## config.mk

```make
export PLATFORM = sky130hd
export DESIGN_NAME = uart_tx_fifo
export DESIGN_NICKNAME = d
export VERILOG_FILES = /design/src/rtl/uart_tx_fifo.sv
export SDC_FILE = /design/constraint.sdc
export NUM_CORES = 1
export LEC_CHECK = 0
export ABC_AREA = 1
export BUFFER_PORTS_ARGS = -buffer_cell sky130_fd_sc_hd__clkbuf_2
export CELL_PAD_IN_SITES_DETAIL_PLACEMENT = 0
export CELL_PAD_IN_SITES_GLOBAL_PLACEMENT = 1
export CORE_ASPECT_RATIO = 1.75
export CORE_MARGIN = 4
export CORE_UTILIZATION = 53
export DETAILED_ROUTE_END_ITERATION = 8
export GPL_TIMING_DRIVEN = 0
export PLACE_DENSITY_LB_ADDON = 0.1
export SLEW_MARGIN = 20
export SYNTH_ARGS = -nofsm -noshare
export SYNTH_HDL_FRONTEND = slang
export SYNTH_SLANG_ARGS = --single-unit
```

## constraint.sdc

```tcl
create_clock -name sys_clk -period 2.6 [get_ports sys_clk]
set_clock_uncertainty 0.05 [all_clocks]
set_input_delay 0.13 -clock sys_clk [delete_from_list [all_inputs] [get_ports sys_clk]]
set_output_delay 0.13 -clock sys_clk [all_outputs]
set_load 0.03 [all_outputs]
```

## src/rtl/uart_tx_fifo.sv

```systemverilog
// rtl/uart_tx_fifo.sv - byte FIFO feeding a UART transmitter through a start/done handshake
module uart_tx_fifo #(
    parameter int DEPTH = 16,
    parameter int AW    = 4
) (
    input  logic          sys_clk,
    input  logic          sys_rst_l,
    input  logic          wr_enH,
    input  logic [7:0]    wr_dataH,
    input  logic          clr_ovfH,
    output logic          fullH,
    output logic          emptyH,
    output logic [AW:0]   countH,
    output logic          overflowH,
    output logic          tx_busyH,
    output logic          xmitH,
    output logic [7:0]    xmit_dataH,
    input  logic          xmit_doneH
);

    typedef enum logic [1:0] {
        S_IDLE      = 2'd0,
        S_LAUNCH    = 2'd1,
        S_WAIT_DONE = 2'd2
    } state_t;

    localparam logic [AW:0]   FULL_CNT = (AW + 1)'(DEPTH);
    localparam logic [AW:0]   CNT_ONE  = (AW + 1)'(1);
    localparam logic [AW-1:0] PTR_ONE  = AW'(1);

    state_t        state_q;
    logic [7:0]    mem_q [DEPTH];
    logic [AW-1:0] wr_ptr_q;
    logic [AW-1:0] rd_ptr_q;
    logic [AW:0]   count_q;
    logic [AW:0]   count_d;
    logic          full_q;
    logic          empty_q;
    logic          ovf_q;
    logic          ovf_d;
    logic          xmit_q;
    logic          busy_q;
    logic [7:0]    xdata_q;
    logic          accept;
    logic          launch;

    // Both decisions use the registered flags, so a write while full is dropped even if a pop happens this cycle.
    assign accept = wr_enH & ~full_q;
    assign launch = (state_q == S_IDLE) & ~empty_q & xmit_doneH;

    always_comb begin
        count_d = count_q;
        if (accept && !launch) begin
            count_d = count_q + CNT_ONE;
        end else if (!accept && launch) begin
            count_d = count_q - CNT_ONE;
        end
        ovf_d = (wr_enH & full_q) | (ovf_q & ~clr_ovfH);
    end

    always_ff @(posedge sys_clk) begin
        if (accept) begin
            mem_q[wr_ptr_q] <= wr_dataH;
        end
    end

    always_ff @(posedge sys_clk or negedge sys_rst_l) begin
        if (!sys_rst_l) begin
            wr_ptr_q <= '0;
            count_q  <= '0;
            full_q   <= 1'b0;
            empty_q  <= 1'b1;
            ovf_q    <= 1'b0;
        end else begin
            if (accept) begin
                wr_ptr_q <= wr_ptr_q + PTR_ONE;
            end
            count_q <= count_d;
            full_q  <= (count_d == FULL_CNT);
            empty_q <= (count_d == '0);
            ovf_q   <= ovf_d;
        end
    end

    always_ff @(posedge sys_clk or negedge sys_rst_l) begin
        if (!sys_rst_l) begin
            state_q  <= S_IDLE;
            rd_ptr_q <= '0;
            xmit_q   <= 1'b0;
            busy_q   <= 1'b0;
            xdata_q  <= 8'h00;
        end else begin
            case (state_q)
                S_IDLE: begin
                    if (launch) begin
                        state_q  <= S_LAUNCH;
                        rd_ptr_q <= rd_ptr_q + PTR_ONE;
                        xdata_q  <= mem_q[rd_ptr_q];
                        xmit_q   <= 1'b1;
                        busy_q   <= 1'b1;
                    end
                end
                S_LAUNCH: begin
                    if (!xmit_doneH) begin
                        state_q <= S_WAIT_DONE;
                        xmit_q  <= 1'b0;
                    end
                end
                S_WAIT_DONE: begin
                    if (xmit_doneH) begin
                        state_q <= S_IDLE;
                        busy_q  <= 1'b0;
                    end
                end
                default: begin
                    state_q <= S_IDLE;
                    xmit_q  <= 1'b0;
                    busy_q  <= 1'b0;
                end
            endcase
        end
    end

    assign fullH      = full_q;
    assign emptyH     = empty_q;
    assign countH     = count_q;
    assign overflowH  = ovf_q;
    assign tx_busyH   = busy_q;
    assign xmitH      = xmit_q;
    assign xmit_dataH = xdata_q;

endmodule

```

# Word-level counts from Yosys, hierarchy flattened
# Memory sizes are Yosys's and may differ from the RTL's. A register that Yosys moved wholly into a read port is not among the register bits.
# Index checks and enable logic that the tools add are counted.
[classes]
n_addsub = 4
mux = 13
reduce_logical = 11
bitwise = 11
eq_ne = 6
[ops]
columns = ["cell", "n"]
rows = [
  ["5-bit 2-to-1 mux", 2],
  ["3-bit AND reduction", 3],
  ["4-bit by 1-bit adder with 4-bit output (second input constant)", 2],
  ["2-bit 2-to-1 mux", 3],
  ["2-bit inequality test (second input constant)", 3],
  ["1-bit one-hot mux with 3 select lines", 2],
  ["2-bit one-hot mux with 3 select lines", 1],
  ["5-bit by 1-bit adder with 5-bit output (second input constant)", 1],
  ["1-bit AND", 5],
  ["5-bit == test (second input constant)", 1],
  ["5-bit logical NOT", 1],
  ["1-bit 2-to-1 mux", 5],
  ["1-bit inverter", 5],
  ["5-bit by 1-bit subtractor with 5-bit output (second input constant)", 1],
  ["1-bit logical NOT", 3],
  ["2-bit by 1-bit == test with 1-bit output (second input constant)", 1],
  ["2-bit == test (second input constant)", 1],
  ["1-bit logical AND", 2],
  ["2-bit logical NOT", 1],
  ["2-bit AND reduction", 1],
  ["1-bit bitwise OR", 1],
]
[word_totals]
memories = 1
ff_bits = 20
word_cells = 55
mem_bits_rw = 128
[mem_list]
columns = ["memory", "depth", "word_bits", "read_ports", "rd_ports_with_merged_regs", "write_ports", "line", "text"]
rows = [
  ["mem_q", 16, 8, 1, 1, 1, "32", "logic [7:0] mem_q [DEPTH];"],
]

# Depth between registers and ports, before layout
[depth]
word_depth = 7
ltp_mapped = 11
ltp_nobuf = 11

# Worst setup path before layout
# OpenSTA, ideal clock, no wires.
[synth_timing]
kind = "flip-flop to flip-flop"
start = "register full_q (netlist: fullH)"
end = "memory mem_q[11][0] (enable)"
setup_time_ns = 0.370
synth_period_minus_slack_ns = 1.776
t_arrival_ns = 1.355
required_ns = 2.180
path_stages_with_launch = 7
setup_slack_ns = 0.824
cell_sequence = "dfrtp_1 -> inv_2 -> nand2_4 -> inv_4 -> buf_6 -> nand2_1 -> nor2_1"
[synth_between]
elab_chain_cells = 4
[synth_lines]
columns = ["element", "line", "text"]
rows = [
  ["start: declaration", "37", "logic full_q;"],
  ["start signal: assignment", "79", "full_q <= (count_d == FULL_CNT);"],
  ["1-bit inverter", "48", "assign accept = wr_enH & ~full_q;"],
  ["1-bit AND", "48", ""],
  ["1-bit 2-to-1 mux", "62", "if (accept) begin"],
  ["1-bit 2-to-1 mux (implied by the code)", "63", "mem_q[wr_ptr_q] <= wr_dataH;"],
  ["end: declaration", "32", ""],
]
# Every way passes these cells.

# Final worst setup path
# Ends and elaborated chain as after synthesis.

==> results.md <==
* Outcome: complete, no violations
* Required time worst endpoint at 2.59 ns
* Sink Count at about 160
* Remaining Overflow, GRT at 0
* CTS Buffer Depth at 2
* P per Cell Area at ~1200 mW/mm2
* Setup TNS at 0 ns
* Maxcap violations at 0
* ANT cells at 0
* Synthesis-to-finish area growth at 15.40%
* DRT iter0 DRCs at between 200 and 300
* CP delay by family, top: simple AND/OR/NAND/NOR gates
* RSZ-0062 raised after global routing: false
* Rows at between 50 and 60
* Crit path cell chain: inv_2 > nand2_4 > inv_4 > buf_6 > nand2_1 > nor2_1
* Ys Warns at 0
* WL/cell at around 19 um
* Post-CTS Hold Buffers at 4
* DRC at 0
* Final setup fails at 0
* Worst Hold Class: in -> reg
* Tcrit/Tclk final at between 70% and 80%
* First-pass GRT wire length at 24050 um
* Clock power frac at ~28%
* Vias/cell at 5.327
* FF-to-FF setup slack at about 0.56 ns
* CP bufs+invs at 3
* Sw Ratio at 38.12%
* Seq/Total Area, Yosys at between 60% and 70%
* Vias in the first global route at ~4400
* Worst setup SP type: register
* H-tree depth at 4
* Minimum clock period at just over 2 ns
* EDFF count, synth at between 100 and 150
* RePlAce Congestion at approximately 0.94
* Sequential power share at a little under two fifths
* Fmax at 491.1 MHz
* DPL Wire Length at approximately 11000 um
* Final wirelength at ~15000 um
* Skew-Pair Late Insertion Delay at between 0.4 and 0.5 ns
* Layout Nets at 640
* Syn Area/Cell at between 10 and 15 um2
* PortBufs at 30
* Core region area at roughly 0.012 mm2
* Critical path type: reg -> reg
* Routed Antenna Nets at 0
* Post-synth ARST share at 17.95%
* Cell leakage power at 2.945 nW
* Post-synth top area cell: edfxtp_1
* CP endpoint kind: register
* # resized after CTS at 0
* Max_slew headroom at around 46%
* Switch Pwr at 3.413 mW
* CP max FO at 10
* Comb power frac at between 30% and 40%
* Die width at between 90 and 100 um
* Internal at roughly 5.5 mW
* Worst slew pin tran at about 0.81 ns
* Synthesized instance count at ~570
* Largest cells by area after synthesis: edfxtp_1 (59%), dfrtp_1 (10%), nand2_1 (7.2%)
* Detailed-router iteration count before antenna repair at 6
* CTS Buf Count at 17
* Final hold viol count at 0
* Final Max Slew Viols at 0
* Pin count of the biggest net entering global routing at 29
* Post-CTS repair timing setup buffer count at 0
* DIE HEIGHT at roughly 160 um
* Total track usage at roughly 23%
* Syn_nets at between 500 and 600
* Initial antenna violation count at 0
* Synth top cells by count: edfxtp_1 (128), nand2_1 (126), nor2_1 (71)
* Critical path data arrival time at around 2.0 ns
* Ys flop type: edfxtp_1
* #FFs+latches synth at around 160
* Top cell type's share of synthesized area at 58.70%
* Delay of the slowest cell on the worst path at roughly 0.66 ns
* Clk slew on worst S/H paths at 0.06 ns
* Initial Util at roughly 54%
* CTS Root Cell: clkbuf_16
* Layout cells sized above 1 at 17.54%
* Synth cell types at 32
* Most frequent cell after synthesis: edfxtp_1
* Io pins at 31
* Mapped Area at ~0.0065 mm2
* Maximum VDD drop at 0.0006988 V
* Routed vias at about 4300
* Slowest CP cell: nor2_1
* Place WS at roughly 0.58 ns
* Setup ws final at around 0.56 ns
* CTS tree: built
* Die ar. at 0.01427 mm2
-- kinds of logic after synthesis --
| kind of cell | share of synthesized area (%) |
|---|---|
| xor+xnor | 1.070 |
| compound gates | 8.886 |
| buf+inv | 4.032 |
| fa+ha+maj | 1.338 |
| flops | 69.42 |
| simple gates | 15.25 |
-- area by class of cell --
cell class | count | area [um2]
flip-flops and latches | 156 | 4546
fillers | 1000 | 4513
multi-input cells | 356 | 1738
clock buffers | 17 | 425.4
well taps | 165 | 206.4
repair buffers | 34 | 190.2
clock inverters | 15 | 186.4
plain buffers | 24 | 141.4
inverters | 31 | 122.6
-- registers in the layout, summed over array words and instances (netlist names) --
signal,cells
xmit_dataH,8
fullH,1
overflowH,1
rd_ptr_q,4
tx_busyH,1
state_q,2
emptyH,1
mem_q,128
xmitH,1
countH,5
wr_ptr_q,4
-- metrics by stage --
| stage | util, % | hold slack (ns) | instances | total power [mW] | cell area [um2] |
|---|---|---|---|---|---|
| floorplan | - | -0.2156 | 567 | 5.446 | 6548 |
| global placement | 57.21 | 0.1970 | 762 | 6.442 | 6904 |
| detailed placement | 57.21 | 0.1977 | 762 | 6.487 | 6904 |
| CTS | 62.61 | 0.02066 | 798 | 9.010 | 7556 |
| global route | 62.61 | 0.03253 | 798 | 9.486 | 7556 |
| finish | 62.61 | 0.02909 | 798 | 8.952 | 7556 |
-- layer usage --
layer	wire length [um]	share of wire, %	global-route usage [%]
met4	585	3.8	11.62
met5	0	0	0
met3	622	4.1	4.064
met2	8263	54	40.76
met1	5739	38	26.09
-- worst reg2reg max path: cells and delay by family (launching register included) --
kind                   cells  cell delay, ns
and+or+nand+nor            3            0.92
buffers and inverters      3            0.28
DFF                        1            0.40
-- final timing paths --
| check | startpoint | end | depth (start not counted) |
|---|---|---|---|
| max | fullH | mem_q[11][0] | 6 |
| max reg2reg | fullH | mem_q[11][0] | 6 |
| max in group asynchronous | sys_rst_l | xmit_dataH[6] | 2 |
| min reg2reg | xmit_dataH[6] | xmit_dataH[6] | 2 |
| min in group asynchronous | sys_rst_l | countH[4] | 2 |
| min | wr_enH | wr_ptr_q[0] | 3 |
-- layout by cell type, fill, tap and decap left out, types with 4 or more instances in the layout --
| master | n |
|---|---|
| a21boi_0 | 7 |
| a21oi_1 | 28 |
| buf_2 | 13 |
| buf_4 | 5 |
| clkbuf_16 | 17 |
| clkbuf_2 | 31 |
| dfrtp_1 | 27 |
| dlygate4sd3_1 | 4 |
| edfxtp_1 | 128 |
| ha_1 | 7 |
| inv_1 | 22 |
| inv_2 | 5 |
| inv_6 | 4 |
| nand2_1 | 126 |
| nand2_2 | 8 |
| nand3_1 | 15 |
| nor2_1 | 71 |
| o21ai_0 | 53 |
| o22ai_1 | 16 |
| xor2_1 | 8 |
-- power by group through the flow --
stage	combinational, mW	sequential [mW]	clock, mW
2_1_floorplan	1.86	3.59	0
4_1_cts	3.12	3.34	2.55
3_3_place_gp	3.07	3.37	0
3_5_place_dp	3.10	3.39	0
5_1_grt	3.44	3.38	2.67
6_report	3.11	3.33	2.51
No activity file was read; power rests on OpenSTA's default activity.
